## src/rtl/synth_voice_pkg.sv

```systemverilog
// Shared constants and FSM encoding for the synth voice allocator.
// Defaults match the 24-output voice demux.
package synth_voice_pkg;
  localparam int NUM_VOICES_DEF = 24;
  localparam int SEL_W_DEF = 5;
  localparam logic [4:0] SEL_ALL_OFF = 5'h1F;
  localparam int GATE_BIT = 7;

  typedef enum logic [1:0] {
    IDLE   = 2'd0,
    SCAN   = 2'd1,
    COMMIT = 2'd2
  } state_e;
endpackage

```

## src/rtl/voice_age_tracker.sv

```systemverilog
// Per-voice saturating age counters plus running-max comparator.
// Only built when VOICE_STEAL_EN is defined.
module voice_age_tracker
  import synth_voice_pkg::*;
#(
  parameter int NUM_VOICES = NUM_VOICES_DEF,
  parameter int SEL_W = SEL_W_DEF,
  parameter int AGE_W = 8
) (
  input  logic                  clk,
  input  logic                  rst_n,
  input  logic                  scan_clr_i,
  input  logic                  scan_en_i,
  input  logic [SEL_W-1:0]      scan_idx_i,
  input  logic [NUM_VOICES-1:0] gate_i,
  input  logic                  bump_i,
  input  logic [SEL_W-1:0]      bump_idx_i,
  input  logic                  clr_all_i,
  output logic                  found_o,
  output logic [SEL_W-1:0]      idx_o
);

  logic [AGE_W-1:0] age_q [NUM_VOICES];
  logic [AGE_W-1:0] max_q;
  logic [AGE_W-1:0] cur_age;
  logic             found_q;
  logic [SEL_W-1:0] idx_q;

  assign cur_age = age_q[scan_idx_i];

  always_ff @(posedge clk or negedge rst_n) begin
    if (!rst_n) begin
      for (int i = 0; i < NUM_VOICES; i++) age_q[i] <= '0;
    end else if (clr_all_i) begin
      for (int i = 0; i < NUM_VOICES; i++) age_q[i] <= '0;
    end else if (bump_i) begin
      for (int i = 0; i < NUM_VOICES; i++) begin
        if (SEL_W'(i) == bump_idx_i)
          age_q[i] <= '0;
        else if (gate_i[i] && age_q[i] != '1)
          age_q[i] <= age_q[i] + 1'b1;
      end
    end
  end

  // Strict greater-than keeps the lowest index on ties.
  always_ff @(posedge clk or negedge rst_n) begin
    if (!rst_n) begin
      found_q <= 1'b0;
      max_q   <= '0;
      idx_q   <= '0;
    end else if (scan_clr_i) begin
      found_q <= 1'b0;
      max_q   <= '0;
      idx_q   <= '0;
    end else if (scan_en_i && gate_i[scan_idx_i] &&
                 (!found_q || cur_age > max_q)) begin
      found_q <= 1'b1;
      max_q   <= cur_age;
      idx_q   <= scan_idx_i;
    end
  end

  assign found_o = found_q;
  assign idx_o   = idx_q;

endmodule

```

## src/rtl/voice_allocator.sv

```systemverilog
// Voice allocator feeding the voice demux select/data pair.
// Define VOICE_STEAL_EN to steal the oldest gated voice when full.
module voice_allocator
  import synth_voice_pkg::*;
#(
  parameter int NUM_VOICES = NUM_VOICES_DEF,
  parameter int SEL_W = SEL_W_DEF,
  parameter int AGE_W = 8
) (
  input  logic                  clk,
  input  logic                  rst_n,
  input  logic                  ev_valid,
  output logic                  ev_ready,
  input  logic                  ev_on,
  input  logic [6:0]            ev_note,
  input  logic                  ev_all_off,
  output logic [SEL_W-1:0]      wr_sel,
  output logic [7:0]            wr_data,
  output logic [NUM_VOICES-1:0] voices_active,
  output logic                  ev_dropped
);

  state_e state_q, state_d;
  logic [SEL_W-1:0] idx_q;
  logic on_q, all_q;
  logic [6:0] note_q;
  logic [6:0] vnote_q [NUM_VOICES];
  logic [NUM_VOICES-1:0] gate_q;
  logic hit_ok_q, free_ok_q;
  logic [SEL_W-1:0] hit_idx_q, free_idx_q;
  logic [SEL_W-1:0] wr_sel_q;
  logic [7:0] wr_data_q;
  logic drop_q;

  logic accept, last, in_scan, in_commit;
  logic cur_hit, cur_free;
  logic steal_ok;
  logic [SEL_W-1:0] steal_idx;
  logic tgt_ok;
  logic [SEL_W-1:0] tgt_idx;
  logic do_on, do_off, do_all, do_drop;

  assign ev_ready  = (state_q == IDLE);
  assign accept    = ev_valid && ev_ready;
  assign in_scan   = (state_q == SCAN);
  assign in_commit = (state_q == COMMIT);
  assign last      = (idx_q == SEL_W'(NUM_VOICES - 1));
  assign cur_hit   = gate_q[idx_q] && (vnote_q[idx_q] == note_q);
  assign cur_free  = !gate_q[idx_q];

  always_comb begin
    state_d = state_q;
    unique case (state_q)
      IDLE:    if (accept) state_d = ev_all_off ? COMMIT : SCAN;
      SCAN:    if (last) state_d = COMMIT;
      COMMIT:  state_d = IDLE;
      default: state_d = IDLE;
    endcase
  end

  always_comb begin
    tgt_ok  = 1'b0;
    tgt_idx = '0;
    unique case (1'b1)
      hit_ok_q: begin
        tgt_ok  = 1'b1;
        tgt_idx = hit_idx_q;
      end
      !hit_ok_q && free_ok_q: begin
        tgt_ok  = 1'b1;
        tgt_idx = free_idx_q;
      end
      !hit_ok_q && !free_ok_q && steal_ok: begin
        tgt_ok  = 1'b1;
        tgt_idx = steal_idx;
      end
      default: ;
    endcase
  end

  assign do_all  = in_commit && all_q;
  assign do_on   = in_commit && !all_q && on_q && tgt_ok;
  assign do_drop = in_commit && !all_q && on_q && !tgt_ok;
  assign do_off  = in_commit && !all_q && !on_q && hit_ok_q;

  always_ff @(posedge clk or negedge rst_n) begin
    if (!rst_n) begin
      state_q    <= IDLE;
      idx_q      <= '0;
      on_q       <= 1'b0;
      all_q      <= 1'b0;
      note_q     <= '0;
      hit_ok_q   <= 1'b0;
      free_ok_q  <= 1'b0;
      hit_idx_q  <= '0;
      free_idx_q <= '0;
    end else begin
      state_q <= state_d;
      if (accept) begin
        on_q      <= ev_on;
        all_q     <= ev_all_off;
        note_q    <= ev_note;
        idx_q     <= '0;
        hit_ok_q  <= 1'b0;
        free_ok_q <= 1'b0;
      end else if (in_scan) begin
        idx_q <= last ? '0 : idx_q + 1'b1;
        if (cur_hit && !hit_ok_q) begin
          hit_ok_q  <= 1'b1;
          hit_idx_q <= idx_q;
        end
        if (cur_free && !free_ok_q) begin
          free_ok_q  <= 1'b1;
          free_idx_q <= idx_q;
        end
      end
    end
  end

  always_ff @(posedge clk or negedge rst_n) begin
    if (!rst_n) begin
      gate_q <= '0;
      for (int i = 0; i < NUM_VOICES; i++) vnote_q[i] <= '0;
    end else begin
      for (int i = 0; i < NUM_VOICES; i++) begin
        if (do_all)
          gate_q[i] <= 1'b0;
        else if (do_on && SEL_W'(i) == tgt_idx) begin
          gate_q[i]  <= 1'b1;
          vnote_q[i] <= note_q;
        end else if (do_off && SEL_W'(i) == hit_idx_q)
          gate_q[i] <= 1'b0;
      end
    end
  end

  always_ff @(posedge clk or negedge rst_n) begin
    if (!rst_n) begin
      wr_sel_q  <= SEL_W'(SEL_ALL_OFF);
      wr_data_q <= '0;
      drop_q    <= 1'b0;
    end else begin
      drop_q <= do_drop;
      if (do_all) begin
        wr_sel_q  <= SEL_W'(SEL_ALL_OFF);
        wr_data_q <= '0;
      end else if (do_on) begin
        wr_sel_q  <= tgt_idx;
        wr_data_q <= {1'b1, note_q};
      end else if (do_off) begin
        wr_sel_q  <= hit_idx_q;
        wr_data_q <= {1'b0, vnote_q[hit_idx_q]};
      end
    end
  end

  assign wr_sel        = wr_sel_q;
  assign wr_data       = wr_data_q;
  assign voices_active = gate_q;
  assign ev_dropped    = drop_q;

`ifdef VOICE_STEAL_EN
  voice_age_tracker #(
    .NUM_VOICES(NUM_VOICES),
    .SEL_W     (SEL_W),
    .AGE_W     (AGE_W)
  ) u_age (
    .clk       (clk),
    .rst_n     (rst_n),
    .scan_clr_i(accept),
    .scan_en_i (in_scan),
    .scan_idx_i(idx_q),
    .gate_i    (gate_q),
    .bump_i    (do_on),
    .bump_idx_i(tgt_idx),
    .clr_all_i (do_all),
    .found_o   (steal_ok),
    .idx_o     (steal_idx)
  );
`else
  localparam int unused_age_w = AGE_W;
  assign steal_ok  = 1'b0;
  assign steal_idx = '0;
`endif

endmodule

```

## config.mk

```make
export PLATFORM = sky130hd
export DESIGN_NAME = voice_allocator
export DESIGN_NICKNAME = d
export VERILOG_FILES = /design/src/rtl/synth_voice_pkg.sv /design/src/rtl/voice_age_tracker.sv /design/src/rtl/voice_allocator.sv
export SDC_FILE = /design/constraint.sdc
export NUM_CORES = 1
export LEC_CHECK = 0
export ABC_AREA = 1
export CORE_MARGIN = 5
export CORE_UTILIZATION = 42
export DETAILED_ROUTE_END_ITERATION = 10
export DONT_BUFFER_PORTS = 1
export PLACE_DENSITY_LB_ADDON = 0.05
export SLEW_MARGIN = 20
export SYNTH_ARGS = -nofsm -noshare
export SYNTH_HDL_FRONTEND = slang
export SYNTH_HIERARCHICAL = 1
export SYNTH_SLANG_ARGS = --single-unit
export TNS_END_PERCENT = 1
```

## constraint.sdc

```tcl
create_clock -name clk -period 2.35 [get_ports clk]
set_input_delay 0.235 -clock clk [delete_from_list [all_inputs] [get_ports clk]]
set_output_delay 0.235 -clock clk [all_outputs]
set_load 0.05 [all_outputs]
```

; After elaboration in Yosys (flattened, before gate mapping)
; Index checks and enable logic that the tools add are counted.
; W data, S select, Z words.
[classes]
bitwise_logic = 4
mux = 101
n_eq_ne = 52
order_cmp = 3
reduce_logical = 127
add_sub_neg = 1
[op_table]
columns = operator, n
row1 = $eq A4 B5 Y1 const A, 16
row2 = $eq A5 B5 Y1 const A, 16
row3 = $mux W1, 80
row4 = $reduce_bool A3 Y1, 25
row5 = $bmux W7 S5, 2
row6 = $logic_and A1 B1 Y1, 60
row7 = $reduce_and A2 Y1, 27
row8 = $eq A3 B5 Y1 const A, 8
row9 = $mux W5, 6
row10 = $mux W7, 4
row11 = $mux W8, 3
row12 = $eq A2 B5 Y1 const A, 4
row13 = $ge A6 B6 Y1 const B, 2
row14 = $not A5 Y6, 2
row15 = $eq A1 B5 Y1 const A, 2
row16 = $logic_not A5 Y1, 2
row17 = $pmux W5 S2, 1
row18 = $eq A7 B7 Y1, 1
row19 = $logic_not A1 Y1, 6
row20 = $lt A5 B6 Y1 const B, 1
row21 = $mux W2, 3
row22 = $reduce_and A3 Y1, 2
row23 = $reduce_bool A2 Y1, 3
row24 = $add A5 B1 Y5 const B, 1
row25 = other kinds (10), 11
[totals]
input_bits = 12
ff_bits = 234
wordCells = 348

; Logic depth before layout (Yosys ltp)
; Gate-level depths: netlist of the first run.
[depth]
depth_word = 10
depth_mapped = 19
ltp_nobuf = 16

; Worst setup path before layout of the first run
; OpenSTA, ideal clock, no wires.
[synth_path]
kind = flip-flop to flip-flop
startpoint = register idx_q[0]
endpoint = register hit_idx_q[2]
required_ps = 2233
setup_slack_ps = 418
setup_time_ps = 117
path_buffers = 3
synth_period_minus_slack_ps = 1932
arrival_time_ps = 1815
path_stages_with_launch = 20
path_cell_list = dfrtp_1 > buf_6 > inv_2 > buf_6 > buf_6 > nand2_1 > nand2_1 > nand2_1 > nand3_1 > nand3_1 > nand2_1 > nand2_1 > nand2_1 > nand2_1 > nor2_1 > nand2_1 > nor2_2 > nand2_2 > nand2_1 > nand2_1
[synth_between]
elab_chain_cells = 8
elab_cells_between_ends = 10
[synth_lines]
columns = element, line_no
row1 = "start, declared", voice_allocator.sv:24  ; logic [SEL_W-1:0] idx_q;
row2 = "start signal, assigned", voice_allocator.sv:107  ; idx_q <= last ? '0 : idx_q + 1'b1;
row3 = $not A5 Y6 (implied by the code), voice_allocator.sv:48  ; assign cur_hit = gate_q[idx_q] && (vnote_q[idx_q] == note_q);
row4 = $bmux W7 S5, voice_allocator.sv:48
row5 = $mux W7 (implied by the code) (2 in a row), voice_allocator.sv:48
row6 = $eq A7 B7 Y1, voice_allocator.sv:48
row7 = $logic_and A1 B1 Y1 *, voice_allocator.sv:48
row8 = $logic_and A1 B1 Y1 *, voice_allocator.sv:108  ; if (cur_hit && !hit_ok_q) begin
row9 = $reduce_and A3 Y1 (no line) *, --
row10 = "end signal, assigned", voice_allocator.sv:110  ; hit_idx_q <= idx_q;
row11 = "end, declared", voice_allocator.sv:30  ; logic [SEL_W-1:0] hit_idx_q, free_idx_q;
; Mark *: on every way between the ends. The rest lies on a longest branch, timed or not. The select of a mux whose other input is x is not followed.
; A chain may end at the register's enable or synchronous reset.

; Worst setup path after layout of the first run
[layout_path]
startpoint = register idx_q[0]
endpoint = register hit_idx_q[1]
; Same word-level chain as after synthesis.

==> results of run 1 <==
==> layout make-up <==
class / instances / area share, %
Tap cell: 384 / 3.264
Antenna cell: 1 / 0.01700
Clock buffer: 41 / 5.645
Timing Repair Buffer: 148 / 9.258
Multi-Input combinational cell: 1128 / 36.78
Inverter: 166 / 4.268
Sequential cell: 234 / 39.88
Clock inverter: 11 / 0.8841
==> repair_timing <==
action	CTS	global route
setup buffers	0	1
resized for setup	0	13
endpoints found under the setup margin	0	15
hold endpoints to repair	247	234
==> report_power, final <==
group,switching [mW],internal [mW],total [mW]
Clock,1.77,2.76,4.53
Sequential,0.604,4.41,5.01
Combinational,4.70,2.18,6.88
Total,7.07,9.36,16.4
==> how the worst max path moves through the flow <==
stage | slack [ns] | to | start
after floorplan | 0.42 | hit_idx_q[2] | idx_q[0]
after global placement | 0.12 | hit_idx_q[0] | idx_q[0]
after detailed placement | 0.09 | hit_idx_q[0] | idx_q[0]
after CTS | 0.07 | hit_idx_q[0] | idx_q[0]
after global routing | -0.06 | hit_idx_q[4] | idx_q[0]
final | 0.13 | hit_idx_q[1] | idx_q[0]
==> metrics by stage <==
| step | hold slack (ns) | utilization, % |
|---|---|---|
| 5_1_grt | -0.6286 | 50.86 |
| 6_report | -0.6134 | 50.86 |
| 3_3_place_gp | -0.04840 | 46.86 |
| 3_5_place_dp | -0.04449 | 46.86 |
| 4_1_cts | -0.6287 | 50.56 |
| 2_1_floorplan | -0.06059 | - |
==> placed cells by master (no fill, tap or decap), drive strengths merged, types with 9 or more instances in the layout <==
cell type / synthesis / routed
nand2: 449 / 449
o21ai: 268 / 268
dfrtp: 229 / 229
inv: 165 / 165
nand3: 137 / 137
buf: 55 / 136
nor2: 105 / 105
o22ai: 50 / 50
clkbuf: 48 / 42
o211ai: 37 / 37
a21oi: 24 / 24
a221oi: 14 / 14
a22oi: 13 / 13
dlygate4sd3: 0 / 11
clkinv: 1 / 9
nor3: 9 / 9
==> kinds of logic (layout without fill, tap and decap cells) <==
group	Yosys count	in the layout	synth area share, %
adder cells (fa/ha/maj)	1	1	0.1009
AO/OA/AOI/OAI	424	424	19.76
flip-flops	234	234	47.30
buffers and inverters	269	366	9.268
AND/OR/NAND/NOR	702	702	23.50
XOR/XNOR	1	1	0.07068
other	0	1	0
==> layer usage <==
metal / share of wire, % / vias to the layer above
met5: 0 / -
met4: 3.3 / 0
met3: 7.6 / 78
met2: 42 / 463
met1: 47 / 5672
li1: - / 5576
==> registers in the layout, summed over array words and instances, names as in the netlist <==
register and flops:
vnote_q 168, free_ok_q 1, wr_sel 5, free_idx_q 5, ev_dropped 1, all_q 1
hit_idx_q 5, voices_active 24, on_q 1, state_q 2, wr_data 8, hit_ok_q 1
idx_q 5, note_q 7
==> out/qor.txt, run 1 <==
Status: finished with violations
Failing checks: negative hold slack
Count leader, synth: nand2_1
Worst Tran Pin Value: 1.006 ns
Final setup viols: 0
Via count of the first global-routing pass: 11150
Post-synthesis cell type count: 36
PD cells: 1116 mW/mm^2
CP bufs+invs: 4
DP Cell Count: 2047
Leak: 6.764 nW
Synth top cells by count: 443 x nand2_1, 238 x o21ai_0, 229 x dfrtp_1, 159 x inv_1, 137 x nand3_1
Drt wl/cell: 21.66 microns
Crit-path cells: inv_4, clkbuf_16, nand2_1, nand3_1, nand3_1, nand3_1, nand2_1, nand2_1, nand2_1, nand2_1, nand2_1, inv_1, nand2_1, nor2_4, buf_4, nand3_1, nand2_1
Top cell type's share of synthesized area: 46.24%
Vias per cell: 5.579
CP max FO: 18
I/O Pins: 51
Cell Count, Final, Fillers Out: 2113
Ranking of synthesized cells by area: dfrtp_1 46%, nand2_1 13%, o21ai_0 9.6%
Die area: 0.03304 sq mm
Initial antenna violation count: 0
Crit Path Class: reg -> reg
Pin count of the biggest net entering global routing: 235
Most used cell, CP: nand2_1
Worst Clk Skew: 0.01029 ns
Final Cell Area: 0.01472 sq mm
Post-Place Worst Slack: 0.09416 ns
CTS Sinks: 234
Async set or reset register ratio after synthesis: 100.0%
CTS Hold Bufs: 11
Clock Tree Buf Depth: 3
Synthesized instance count: 1631
Ys Warns: 6
Proportion of layout cells with a drive suffix above 1: 13.14%
Critical Path AT: 2.71 ns
Final #Nets: 1719
Synthesis-to-layout area growth: 18.76%
CTS H-Tree Depth: 1
Total negative setup slack: 0 ns
Crit path max-delay family: simple AND/OR/NAND/NOR gates
#FFs+latches synth: 234
Minimum clock period: 2.222 ns
Initial Util: 42.83%
Clock root cell: clkbuf_16
M2 GR Usage: 39.23%
Levels on crit path: 17
Crit path setup slack, layout: 0.1280 ns
Core ar.: 0.02894 sq mm
# DRC: 0
Synth Flop Type: dfrtp_1
Final hold vios: 234
R2R Setup Slk: 0.13 ns
Final-layout fill cell count: 2853
Max Freq: 450.0 MHz
Iter 0 DRT Violations: 1305
Syn Area/Cell: 7.598 sq um
Tcrit/Tclk final: 94.55%
Max-cap viol count: 0
Hold Path Class: in -> async
CTS tree: yes
R2r startpoint: idx_q[0]
Count of input and output buffers: 0
Routed Wire Length: 45.78 mm
Reg2reg end: hit_idx_q[1]
Tot GR Track Use: 27.23%
Critical path capture point type: flip-flop
Reg clk slew, reported paths: 0.07 ns
RSZ-0062 raised after global routing: true
Final Total Pwr: 16.43 mW
Total gr overflow: 0
R2r worst-path depth: 17
Grt met1 use: 42.58%
Post-synth EDFFs: 0
Total number of vias: 11790
Relative slew slack: 32.87%
Worst endpoint required time: 2.84 ns
Most Used Layer, Global Route: met1
Clock buffer count from CTS: 28
Syn Nets: 1644
Slowest CP cell: dfrtp_4
Placed cell areas: 0.01356 sq mm
Final Slew Violations: 0
First-pass GRT wire length: 70.60 mm
Die Y: 181.8 microns
Post-Syn Area: 0.01239 sq mm
Seq. cell area: 0.005869 sq mm
Area of the multi-input gates: 0.005414 sq mm
Routability cong.: 0.9182
Placement row count: 62
WHS: -0.6134 ns
1st-pass router iterations: 6
Slowest stage delay, CP: 0.54 ns
Met3 GRT Util: 3.982%
Die Span X: 181.8 microns
Post-DP HPWL: 31.46 mm
Yosys top cell by area: dfrtp_1
Worst skew pair latency: 0.55 ns
Sequential share of the synthesized area: 47.30%
ANT nets after route: 0
CP Launch Type: flip-flop
Peak VDD IR: 0.8386 mV
(Power assumes the default switching activity.)
==> run 2, diff against run 1 <==
--- a/config.mk
+++ b/config.mk
@@ -10,7 +10,7 @@
 export CORE_UTILIZATION = 42
 export DETAILED_ROUTE_END_ITERATION = 10
 export DONT_BUFFER_PORTS = 1
-export PLACE_DENSITY_LB_ADDON = 0.05
+export PLACE_DENSITY = 0.56
 export SLEW_MARGIN = 20
 export SYNTH_ARGS = -nofsm -noshare
 export SYNTH_HDL_FRONTEND = slang
==> run 2 against run 1 <==
Compared with the run above:
- the flow still finishes with violations (negative hold slack)
- non-clock buffer count fell by 21
- global-route usage decreased by 0.53 points
- maximum frequency shrank 4.7%
- sequential power hardly changed
- combinational power decreased by 1%
- register-to-register slack got worse by 0.11 ns
- clock power is 2% lower
- critical path depth decreased by 4
- first-iteration DRC count increased by 18%
- largest cell class unchanged
==> out/qor.txt, run 2 (same netlist as run 1, synthesis figures left out) <==
Clock buffer count from CTS: 28 (unchanged)
Switching portion of total power: 43.20% (was 43.04%)
Final setup viols: 0 (unchanged)
Most frequent cells in the layout: 439 x nand2_1, 237 x o21ai_0, 227 x dfrtp_1 (was 442 x nand2_1, 238 x o21ai_0, 225 x dfrtp_1)
CTS Hold Bufs: 11 (unchanged)
Total negative setup slack: 0 ns (unchanged)
Pin count of the biggest net entering global routing: 235 (unchanged)
Final-layout fill cell count: 2861 (was 2853)
Initial Util: 42.83% (unchanged)
R2r worst-path depth: 13 (was 17)
Crit Path Class: reg -> reg (unchanged)
Synthesis-to-layout area growth: 17.23% (was 18.76%)
Routed Wire Length: 45.26 mm (was 45.78 mm)
Minimum clock period: 2.333 ns (was 2.222 ns)
P_int: 9.230 mW (was 9.358 mW)
Final #Nets: 1698 (was 1719)
Clock root cell: clkbuf_16 (unchanged)
Worst Tran Pin Value: 1.153 ns (was 1.006 ns)
Clock Tree Buf Depth: 3 (unchanged)
Antenna cell count: 0 (was 1)
Post-DP HPWL: 30.10 mm (was 31.46 mm)
Worst skew pair latency: 0.56 ns (was 0.55 ns)
Core ar.: 0.02894 sq mm (unchanged)
Initial antenna violation count: 0 (unchanged)
CP Launch Type: flip-flop (unchanged)
CP max FO: 24 (was 18)
Critical Path AT: 2.83 ns (was 2.71 ns)
Placement row count: 62 (unchanged)
Via count of the first global-routing pass: 11110 (was 11150)
Logic pwr share: 41.9% (about the same)
Max Freq: 428.7 MHz (was 450.0 MHz)
Tcrit/Tclk final: 99.26% (was 94.55%)
Commonest non-fill, non-tap cell in the layout: nand2_1 (unchanged)
CTS Sinks: 234 (unchanged)
Vias per cell: 5.637 (was 5.579)
WHS: -0.6143 ns (was -0.6134 ns)
I/O Pins: 51 (unchanged)
Switch Pwr: 7.021 mW (was 7.070 mW)
Crit path setup slack, layout: 0.01743 ns (was 0.1280 ns)
Status: finished with violations (unchanged)
Proportion of layout cells with a drive suffix above 1: 11.72% (was 13.14%)
Final hold vios: 234 (unchanged)
1st-pass router iterations: 6 (unchanged)
Largest Register: vnote_q (unchanged)
R2r startpoint: idx_q[0] (unchanged)
Post-Place Worst Slack: -0.03990 ns (was 0.09416 ns)
Tot GR Track Use: 26.70% (was 27.23%)
Drt wl/cell: 21.66 microns (about the same)
Clk pwr share: 27.4% (was 27.6%)
R2R Setup Slk: 0.02 ns (was 0.13 ns)
Iter 0 DRT Violations: 1539 (was 1305)
PD cells: 1119 mW/mm^2 (was 1116 mW/mm^2)
Reg2reg end: hit_idx_q[0] (was hit_idx_q[1])
Max-cap viol count: 0 (unchanged)
Routability cong.: 0.9646 (was 0.9182)
Reg clk slew, reported paths: 0.06 ns (was 0.07 ns)
Failing checks: negative hold slack (unchanged)
Peak VDD IR: 0.6123 mV (was 0.8386 mV)
CTS tree: yes (unchanged)
Hold Path Class: in -> async (unchanged)
ANT nets after route: 0 (unchanged)
Die Span X: 181.8 microns (unchanged)
Sequential power share: 30.8% (was 30.5%)
Final Util: 50.21% (was 50.86%)
Worst endpoint required time: 2.85 ns (was 2.84 ns)
Final Total Pwr: 16.25 mW (was 16.43 mW)
Critical path capture point type: flip-flop (unchanged)
Leak: 6.649 nW (was 6.764 nW)
Final Slew Violations: 0 (unchanged)
Total gr overflow: 0 (unchanged)
RSZ-0062 raised after global routing: true (unchanged)
Worst Clk Skew: 0.01450 ns (was 0.01029 ns)
Relative slew slack: 23.04% (was 32.87%)
Count of input and output buffers: 0 (unchanged)
Die Y: 181.8 microns (unchanged)
Largest register FFs: 168 (unchanged)
# DRC: 0 (unchanged)
Die area: 0.03304 sq mm (unchanged)
Total number of vias: 11780 (was 11790)
CTS H-Tree Depth: 1 (unchanged)
First-pass GRT wire length: 68.92 mm (was 70.60 mm)
-- run 2: cell types whose count changed in the layout (fill, tap and decap cells not counted), moves of 3 or more --
cell,previous run,this run
buf_4,118,97
clkinv_2,8,3
clkbuf_1,6,10
nand2_1,442,439
nand2_2,7,10
-- run 2: critical path, cell delays in order (launching register included) --
cell      delay (ns)
dfrtp_4         0.54
inv_4           0.15
buf_12          0.20
nor2_1          0.05
o211ai_1        0.21
nand3_1         0.25
nand2_1         0.13
nand2_1         0.10
nor2_1          0.12
nand2_1         0.09
nor2_4          0.14
buf_4           0.14
nand3_1         0.06
nand2_1         0.07
-- run 2: worst max-delay path by stage --
stage,start,to,slack (ns),depth (start not counted)
floorplan,idx_q[0],hit_idx_q[2],0.42,19
global placement,idx_q[0],hit_idx_q[0],-0.03,17
detailed placement,idx_q[0],hit_idx_q[3],-0.04,17
CTS,hit_idx_q[0],wr_data[4],0.05,11
global route,idx_q[0],hit_idx_q[2],-0.13,16
finish,idx_q[0],hit_idx_q[0],0.02,13
-- run 2: area by class of cell --
type                       instances  area, sq um  share of cell area (%)
inverter                         166        628.1                   4.323
timing repair buffer             127         1214                   8.353
clock buffer                      46        859.6                   5.916
clock inverter                     5        75.07                  0.5167
sequential                       234         5867                   40.38
multi-input combinational       1128         5405                   37.20
tap                              384        480.5                   3.307
-- run 2: what timing repair did --
item,4_1_cts,5_1_grt
endpoints found under the hold margin,247,234
pin swaps,0,2
gates resized for setup,2,11
setup endpoints to repair,6,38
gates cloned,0,2
setup buffers,0,1
-- run 2: per-layer routing --
layer  wire [microns]  track usage, %  vias to the layer above
met5                0               0                        -
met4             1485           8.466                        0
met3             4766           6.463                       85
met2            19360           39.02                      609
met1            19650           39.14                     5565
li1                 -               -                     5522
-- run 2: metrics by stage --
stage | std cells | area, sq um | hold WS [ns]
after floorplan | 1631 | 12390 | -0.06059
final | 2090 | 14530 | -0.6143
after global routing | 2090 | 14530 | -0.6346
after global placement | 2025 | 13380 | -0.04261
after detailed placement | 2025 | 13380 | -0.04306
after CTS | 2087 | 14430 | -0.6301
-- run 2: power by group through the flow --
| stage | sequential, mW | combinational (mW) | clock (mW) |
|---|---|---|---|
| floorplan | 4.96 | 3.97 | 0 |
| global placement | 5.06 | 6.35 | 0 |
| global route | 5.04 | 7.31 | 4.72 |
| detailed placement | 5.05 | 6.37 | 0 |
| finish | 5.00 | 6.80 | 4.45 |
| CTS | 4.99 | 6.43 | 4.51 |
